==> config.mk <==
export PLATFORM = sky130hd
export DESIGN_NAME = ifetch_unit_flat
export DESIGN_NICKNAME = d
export VERILOG_FILES = /design/src/rtl/ifetch_unit_if.sv /design/src/rtl/ifetch_unit.sv /design/src/flat_wrapper.sv
export SDC_FILE = /design/constraint.sdc
export NUM_CORES = 1
export LEC_CHECK = 0
export CORE_ASPECT_RATIO = 0.7
export CORE_MARGIN = 2
export CORE_UTILIZATION = 47
export CTS_CLUSTER_SIZE = 28
export DETAILED_ROUTE_END_ITERATION = 16
export PLACE_DENSITY = 0.81
export SYNTH_ARGS = -nofsm -noshare
export SYNTH_HDL_FRONTEND = slang
export SYNTH_SLANG_ARGS = --single-unit
==> constraint.sdc <==
create_clock -name clk -period 2.4 [get_ports clk]
set_clock_uncertainty 0.05 [all_clocks]
set_input_delay 0.36 -clock clk [delete_from_list [all_inputs] [get_ports clk]]
set_output_delay 0.36 -clock clk [all_outputs]
set_load 0.05 [all_outputs]
==> src/rtl/ifetch_unit_if.sv <==
// ---------------------------------------------------------------------------
// ifetch_unit_if -- instruction memory request/acknowledge bus.
//
// Signals:
//   imem_req    fetch request, driven by the fetch unit
//   imem_addr   word address of the request (32 bits)
//   imem_ack    request complete, driven by the memory
//   imem_rdata  instruction data, valid only in the ack cycle (32 bits)
//
// Modports:
//   master  fetch unit side (drives req/addr)
//   slave   memory side (drives ack/rdata)
// ---------------------------------------------------------------------------
interface ifetch_unit_if;
  logic        imem_req;
  logic [31:0] imem_addr;
  logic        imem_ack;
  logic [31:0] imem_rdata;

  modport master (output imem_req, output imem_addr,
                  input  imem_ack, input  imem_rdata);
  modport slave  (input  imem_req, input  imem_addr,
                  output imem_ack, output imem_rdata);
endinterface

==> src/rtl/ifetch_unit.sv <==
// ---------------------------------------------------------------------------
// ifetch_unit -- instruction fetch stage with a single-entry output register.
//
// Sequences fetch addresses, issues requests on the imem bus, captures the
// returned instruction into a one-deep IF/ID holding register, honours stall
// and redirect from later stages, and halts in a fault state on a memory
// timeout or a misaligned redirect target.
//
// Parameters:
//   RESET_PC      first fetch address after reset
//   IMEM_TIMEOUT  request cycles without ack before faulting (2..255)
//
// Ports:
//   clk          single clock, rising edge
//   reset        synchronous, active-high
//   stall        downstream cannot take an instruction this cycle
//   redirect     new fetch address from a later stage (highest priority)
//   redirect_pc  target address, sampled when redirect=1
//   imem         instruction memory bus (master side)
//   if_valid     if_instr/if_pcplus4 hold a live instruction
//   if_instr     held instruction
//   if_pcplus4   address of held instruction + 4
//   if_fault     fetch halted by timeout or misaligned target
//   fault_pc     offending address
//
// Optional feature (macro IFETCH_PERF_CNT_EN):
//   fetch_count  number of completed transfers (wraps at 2^32)
//   stall_count  cycles with a held instruction blocked by stall
// ---------------------------------------------------------------------------
module ifetch_unit #(
  parameter logic [31:0] RESET_PC     = 32'h0000_0000,
  parameter int unsigned IMEM_TIMEOUT = 16
) (
  input  logic               clk,
  input  logic               reset,
  input  logic               stall,
  input  logic               redirect,
  input  logic [31:0]        redirect_pc,
  ifetch_unit_if.master      imem,
  output logic               if_valid,
  output logic [31:0]        if_instr,
  output logic [31:0]        if_pcplus4,
  output logic               if_fault,
  output logic [31:0]        fault_pc
`ifdef IFETCH_PERF_CNT_EN
  ,
  output logic [31:0]        fetch_count,
  output logic [31:0]        stall_count
`endif
);

  typedef enum logic [1:0] {
    BOOT  = 2'd0,
    FETCH = 2'd1,
    FAULT = 2'd2
  } state_e;

  // Wait count at which the next un-acked request cycle trips the timeout.
  localparam logic [7:0] TIMEOUT_LAST = 8'(IMEM_TIMEOUT - 1);

  state_e      state_q, state_d;
  logic [31:0] pc_q;
  logic [7:0]  wait_q;
  logic        req;
  logic        transfer;
  logic        consume;
  logic        timeout_hit;
  logic        misaligned;

  assign misaligned     = (redirect_pc[1:0] != 2'b00);
  assign transfer       = req & imem.imem_ack;
  assign consume        = if_valid & ~stall;
  assign imem.imem_req  = req;
  assign imem.imem_addr = pc_q;

  // State register.
  // NOTE: clocked state uses non-blocking assignments so every register
  // samples pre-edge values regardless of process ordering.
  always_ff @(posedge clk) begin
    if (reset) state_q <= BOOT;
    else       state_q <= state_d;
  end

  // Next state and Moore/Mealy outputs.
  // NOTE: every signal written here gets a default first so no path can
  // leave it unassigned and infer a latch.
  always_comb begin
    state_d     = state_q;
    req         = 1'b0;
    if_fault    = 1'b0;
    timeout_hit = 1'b0;
    case (state_q)
      BOOT:  state_d = FETCH;
      FETCH: begin
        // A full output register that cannot drain blocks new requests.
        req         = ~redirect & ~reset & (~if_valid | ~stall);
        timeout_hit = req & ~imem.imem_ack & (wait_q == TIMEOUT_LAST);
        if (timeout_hit) state_d = FAULT;
      end
      FAULT: if_fault = 1'b1;
      default: state_d = BOOT;
    endcase
    // Redirect overrides everything, including leaving FAULT.
    if (redirect) state_d = misaligned ? FAULT : FETCH;
  end

  // PC, output register, fault address and request wait counter.
  always_ff @(posedge clk) begin
    if (reset) begin
      pc_q       <= RESET_PC;
      if_valid   <= 1'b0;
      if_instr   <= 32'h0;
      if_pcplus4 <= 32'h0;
      fault_pc   <= 32'h0;
      wait_q     <= 8'h0;
    end else if (redirect) begin
      // Any same-cycle ack is dropped since req is forced low.
      if_valid <= 1'b0;
      wait_q   <= 8'h0;
      if (misaligned) fault_pc <= redirect_pc;
      else            pc_q     <= redirect_pc;
    end else begin
      if (transfer) begin
        if_instr   <= imem.imem_rdata;
        if_pcplus4 <= pc_q + 32'd4;
        if_valid   <= 1'b1;
        pc_q       <= pc_q + 32'd4;
      end else if (consume) begin
        if_valid <= 1'b0;
      end

      if (req & ~imem.imem_ack) begin
        wait_q <= timeout_hit ? 8'h0 : wait_q + 8'd1;
        if (timeout_hit) fault_pc <= pc_q;
      end else begin
        wait_q <= 8'h0;
      end
    end
  end

`ifdef IFETCH_PERF_CNT_EN
  // Performance counters survive redirects; only reset clears them.
  always_ff @(posedge clk) begin
    if (reset) begin
      fetch_count <= 32'h0;
      stall_count <= 32'h0;
    end else begin
      if (transfer)          fetch_count <= fetch_count + 32'd1;
      if (if_valid & stall)  stall_count <= stall_count + 32'd1;
    end
  end
`endif

endmodule

==> src/flat_wrapper.sv <==
// flat-port wrapper written by rule: the top's interface ports become plain ports
module ifetch_unit_flat 
#(
  parameter logic [31:0] RESET_PC     = 32'h0000_0000,
  parameter int unsigned IMEM_TIMEOUT = 16
)
  (clk, reset, stall, redirect, redirect_pc, if_valid, if_instr, if_pcplus4, if_fault, fault_pc, imem_imem_req, imem_imem_addr, imem_imem_ack, imem_imem_rdata);
  ifetch_unit_if imem_i ();
  input  logic clk;
  input  logic reset;
  input  logic stall;
  input  logic redirect;
  input  logic [31:0] redirect_pc;
  output logic if_valid;
  output logic [31:0] if_instr;
  output logic [31:0] if_pcplus4;
  output logic if_fault;
  output logic [31:0] fault_pc;
  output wire logic [$bits(imem_i.imem_req)-1:0] imem_imem_req;
  output wire logic [$bits(imem_i.imem_addr)-1:0] imem_imem_addr;
  input wire logic [$bits(imem_i.imem_ack)-1:0] imem_imem_ack;
  input wire logic [$bits(imem_i.imem_rdata)-1:0] imem_imem_rdata;
  assign imem_imem_req = imem_i.imem_req;
  assign imem_imem_addr = imem_i.imem_addr;
  assign imem_i.imem_ack = imem_imem_ack;
  assign imem_i.imem_rdata = imem_imem_rdata;
  ifetch_unit #(.RESET_PC(RESET_PC), .IMEM_TIMEOUT(IMEM_TIMEOUT)) u_core (.clk(clk), .reset(reset), .stall(stall), .redirect(redirect), .redirect_pc(redirect_pc), .imem(imem_i), .if_valid(if_valid), .if_instr(if_instr), .if_pcplus4(if_pcplus4), .if_fault(if_fault), .fault_pc(fault_pc));
endmodule
==> impl_metrics.ini, run 1 <==
[finish]
fill_cells = 1026
layout.nets = 1032
area_growth_pct = 49.1
layoutNonFillerInstCount = 1138
layout_commonest_cell = clkdlybuf4s50_1
final_cell_mix = clkdlybuf4s50_1, dfxtp_1, nand2_1, nor2_1, a21oi_1
diodes = 0
drive_gt1_frac = 0.112

[placement]
io_buffer_count = 199
dp_hpwl_um = 12800
dpl_worst_slack_ns = -0.255
dpl.cell_count = 1099
gp_congestion = 0.864

[yosys]
synth_area_sq_mm = 0.00630
ys_seq_elements = 139
yosys.area_share.simple = 0.211
synth_compound_area_frac = 0.220
synth.net_count = 831
synth_xor_area_frac = 0.0459
async_reset_ff_frac = 0
synthMuxAreaShare = 0.0302
synthCells = 760
synth_top_family_by_area = compound AO/OA/AOI/OAI gates
synth_edf_count = 0
yosys_warnings = 0
synth-seq-area-share = 0.442
synth_fa_ha_area_frac = 0.00397
avgSynthCellArea_sq_um = 8.29
synth_ff_type = dfxtp_1
synth_cell_type_count = 53

[floorplan]
start_util = 0.479
die_w_um = 142
die_area_sq_mm = 0.0144
fp.dieH_um = 101
core_sq_mm = 0.0131
row_count = 35
io_pins = 200

[global_routing]
grt_pass1_vias = 5574
grt_pass1_wl_um = 29500
grt_max_degree = 126
overflow = 0
track_usage = 0.260
grt_antenna_before_repair = 0

[cts]
cts_inserted_buffers = 17
clock-sinks = 139
cts_root_buf = clkbuf_16
cts_tree = built
clkSlewWorstSetupHoldPaths_ns = 0.06
clockBufferDepth = 2
insertion_delay_ns = 0.41
cts_hold_buf = 0
htreeDepth = 4

[critical_path]
crit_buf_inv = 2
cp-end-kind = flop
slowest_delay_ns = 0.52
critPathLaunchType = flop
cp_top_family = simple AND/OR/NAND/NOR gates
rrSetupSlack_ns = 0.05
worstPathRequired_ns = 2.67
crit_chain = or4_1 -> or3_4 -> o32ai_4 -> buf_6 -> clkbuf_16 -> nor2_1 -> a311oi_2
crit_arrival_ns = 2.63
worstPathMaxFanout = 10
cp_slowest_cell = or4_1
crit_type = flop to flop

[timing]
min_period_ns = 2.35
hold_violations = 0
fin_crit_sh = 0.981
timing.final.ws_setup_ns = 0.0457
setup-violations-final = 0
worst_pin_slew_ns = 0.579
max_slew_margin = 0.610
max_freq_mhz = 425
drv_slew = 0

[pwr]
vdd_drop_max_uv = 537
power.density_mw_per_mm2 = 645
p_leak_nw = 3.26

[drt]
vias = 6441
ant_nets = 0
drt_first_pass_iters = 5
wirelength_um = 19800
vias_per_cell = 5.66
drc = 0
wl_per_cell_um = 17.4
drtIter0Drc = 536

[flow_run]
max_cap_violations = 0

[outcome]
status = finished clean

[hold_path]
worstHoldPathType = input port to flop
==> layer usage <==
layer | global-route usage | share of wire
met3 | 0.0513 | 0.081
met1 | 0.383 | 0.47
met2 | 0.391 | 0.44
met4 | 0.0625 | 0.015
met5 | 0 | 0
==> Yosys cell counts (2+ instances only) <==
master / count / share of area
a211o_1: 2 / 0.0028
a211oi_1: 53 / 0.063
a21o_1: 2 / 0.0024
a21oi_1: 67 / 0.053
a22o_1: 3 / 0.0042
a22oi_1: 6 / 0.0072
a311oi_1: 7 / 0.0097
a311oi_2: 6 / 0.014
a31oi_1: 9 / 0.0089
a32o_1: 4 / 0.0064
a32oi_1: 2 / 0.0028
and2_1: 4 / 0.0040
and3_1: 9 / 0.0089
and4_1: 4 / 0.0056
buf_1: 3 / 0.0018
buf_2: 7 / 0.0056
buf_6: 3 / 0.0054
clkbuf_1: 52 / 0.031
dfxtp_1: 139 / 0.44
ha_1: 2 / 0.0040
inv_1: 6 / 0.0036
mux2i_1: 19 / 0.030
nand2_1: 115 / 0.069
nand2b_1: 3 / 0.0030
nand3_1: 21 / 0.017
nand3b_1: 2 / 0.0024
nand4_1: 9 / 0.0089
nor2_1: 97 / 0.058
nor2b_1: 4 / 0.0040
nor3_1: 2 / 0.0016
nor3_2: 2 / 0.0032
nor3b_1: 7 / 0.0083
nor4_1: 2 / 0.0020
nor4_2: 2 / 0.0040
o21ai_0: 25 / 0.020
o31a_1: 2 / 0.0028
o31ai_1: 3 / 0.0036
o32ai_1: 2 / 0.0028
o41ai_1: 2 / 0.0028
or3_1: 7 / 0.0070
xnor2_1: 12 / 0.017
xor2_1: 21 / 0.029
==> power breakdown <==
part	total (W)	internal, W	leakage [nW]	switching, W
clock network	0.00267	0.00168	0.284	0.000988
registers	0.00245	0.00238	1.13	0.0000623
logic	0.000941	0.000383	1.85	0.000558
total	0.00605	0.00445	3.26	0.00161
==> cells by family (layout without fill, tap and decap cells) <==
family	after synthesis	count (layout)
AND/OR/NAND/NOR	294	294
XOR/XNOR	33	33
AO/OA/AOI/OAI	202	202
adder cells (fa/ha/maj)	2	2
buffers and inverters	71	283
flip-flops	139	139
multiplexers	19	19
==> sequential cells by signal, summed over array words and instances (netlist names) <==
name and flops:
u_core.state_q 2, u_core.wait_q 8, u_core.imem.imem_addr 32, u_core.fault_pc 32
u_core.if_pcplus4 32, u_core.if_instr 32, u_core.if_valid 1
==> final cells by class <==
type                            instances  area (sq um)  area share
Clock inverter                         10           144      0.0153
Tap cell                              166           208      0.0221
Clock buffer                           20           457      0.0486
Inverter                                6          22.5     0.00240
Multi-Input combinational cell        550          3240       0.345
Timing Repair Buffer                  247          2520       0.269
Sequential cell                       139          2790       0.297
==> metrics by stage <==
step / setup TNS [ns] / total power (W) / utilization / hold slack (ns) / cell area [sq um]
global placement: -2.76 / 0.00337 / 0.657 / 0.376 / 8630
floorplan: 0 / 0.00301 / - / 0.363 / 6310
CTS: 0 / 0.00602 / 0.703 / 0.163 / 9230
global route: -0.0163 / 0.00625 / 0.715 / 0.162 / 9390
detailed placement: -6.27 / 0.00338 / 0.657 / 0.387 / 8630
finish: 0 / 0.00605 / 0.715 / 0.177 / 9390
==> path summary, 6_finish.rpt <==
| kind | cells past startpoint | start | to |
|---|---|---|---|
| setup / recovery | 7 | u_core.wait_q[4] | u_core.fault_pc[8] |
| hold / removal | 2 | reset | u_core.fault_pc[30] |
| setup reg to reg | 7 | u_core.wait_q[4] | u_core.fault_pc[8] |
| hold reg to reg | 1 | u_core.wait_q[0] | u_core.wait_q[0] |
==> worst register-to-register path: cells and delay by family (launching register included) <==
family,cells,cell delay (ns)
AO/OA/AOI/OAI,2,0.60
buffers and inverters,2,0.33
flip-flops,1,0.34
AND/OR/NAND/NOR,3,0.95
==> timing repair <==
item                                    4_1_cts  5_1_grt
setup buffers                                 0        4
resized for setup                             0        9
endpoints found under the setup margin        0       11
endpoints found under the hold margin         0        0
Note: power is estimated with default switching activity, not from simulation.
==> inputs of run 2 (changes only) <==
CORE_ASPECT_RATIO = default   (was 0.7)
CORE_UTILIZATION = 30   (was 47)
CTS_CLUSTER_DIAMETER = 100   (was default)
PLACE_DENSITY = default   (was 0.81)
==> run 2 against run 1 <==
Net effect: via count shrank 4.5%; routed wire length shrank 0.58%; flip-flop and latch count is the same; global-route usage shrank 8.0 points; count of clock-buffer cells in the layout grew 3; sequential power is essentially flat; critical path type is now flop to output port.
==> impl_metrics.ini, run 2 (synthesis results as in run 1) <==
[critical_path]
critPathLaunchType = flop
crit_arrival_ns = 1.91
worstPathMaxFanout = 5
cp-end-kind = output port
worstPathRequired_ns = 1.99
crit_type = flop to output port

[placement]
place_area_sq_mm = 0.00888
dpl.cell_count = 1220
dp_hpwl_um = 13700
gp_congestion = 0.775
io_buffer_count = 199

[flow_run]
max_cap_violations = 0

[timing]
rsz0062_at_grt = no
min_period_ns = 2.32
hold_ws_ns = 0.121
setup-violations-final = 0
max_slew_margin = 0.593
fin_crit_sh = 0.967
hold_violations = 0
drv_slew = 0
worst_pin_slew_ns = 0.611
max_freq_mhz = 431

[cts]
cts_setup_buffers = 0
cts_tree = built
post_cts_resized = 0
htreeDepth = 4
cts_inserted_buffers = 17
insertion_delay_ns = 0.42
clkSlewWorstSetupHoldPaths_ns = 0.06
cts_hold_buf = 0
clockBufferDepth = 2
clock-sinks = 139
cts_root_buf = clkbuf_16

[floorplan]
start_util = 0.302
die_w_um = 149
row_count = 53
io_pins = 200
core_sq_mm = 0.0208
die_area_sq_mm = 0.0222
fp.dieH_um = 149

[drt]
drtIter0Drc = 318
vias_per_cell = 4.91
wirelength_um = 19700
drc = 0
vias = 6152
ant_nets = 0
drt_first_pass_iters = 4
wl_per_cell_um = 15.7

[global_routing]
track_usage = 0.180
grt_pass1_vias = 5902
grt_antenna_before_repair = 0
grt_pass1_wl_um = 31700
grt_max_degree = 131
overflow = 0

[finish]
fin_area_sq_mm = 0.00950
layout_commonest_cell = clkdlybuf4s50_1
layout.nets = 1035
area_growth_pct = 50.9
drive_gt1_frac = 0.111
regArea_sq_mm = 0.00279
final_cell_mix = clkdlybuf4s50_1, dfxtp_1, nand2_1, nor2_1, a21oi_1
layoutNonFillerInstCount = 1253
fill_cells = 2069
multiInputGateArea_sq_mm = 0.00323

[pwr]
vdd_drop_max_uv = 504
fin_total_pwr_w = 0.00607
p_leak_nw = 3.27
power.density_mw_per_mm2 = 639

[hold_path]
worstHoldPathType = input port to flop

[outcome]
status = finished clean
[run 2: cell type report]
type	count	share of cell area
clock inverter	9	0.0145
tap	275	0.0362
clock buffer	23	0.0503
antenna	1	0.000263
timing repair buffer	250	0.262
inverter	6	0.00237
multi-input combinational	550	0.340
sequential	139	0.294
[run 2: worst paths after layout]
kind,slack [ns],cells past startpoint,startpoint,end
hold / removal,0.12,2,reset,u_core.state_q[0]
setup / recovery,0.08,2,u_core.state_q[1],if_fault
setup reg to reg,0.12,6,u_core.wait_q[4],u_core.fault_pc[2]
hold reg to reg,0.39,1,u_core.wait_q[0],u_core.wait_q[0]
[run 2: through the flow]
| step | setup TNS, ns | utilization | worst slack, ns |
|---|---|---|---|
| after floorplan | 0 | - | 0.0166 |
| after global placement | -3.92 | 0.427 | -0.160 |
| after detailed placement | -5.39 | 0.427 | -0.209 |
| after CTS | 0 | 0.456 | 0.0875 |
| after global routing | 0 | 0.456 | 0.00326 |
| final | 0 | 0.456 | 0.0795 |
[run 2: critical path, stage by stage, from the launching register on]
cell and delay, ns:
dfxtp_1 0.39, nor2b_1 0.25, clkdlybuf4s50_1 0.85
[run 2: power by group]
part | switching (W) | internal, W | total (W)
Sequential | 0.0000596 | 0.00238 | 0.00244
Combinational | 0.000537 | 0.000359 | 0.000896
Clock | 0.00101 | 0.00172 | 0.00273
[run 2: layer usage]
metal / vias up / GRT usage / wire length [um]
li1: 3105 / - / -
met1: 2864 / 0.230 / 8930
met2: 167 / 0.290 / 9000
met3: 16 / 0.0648 / 1600
met4: 0 / 0.0405 / 170
met5: - / 0 / 0
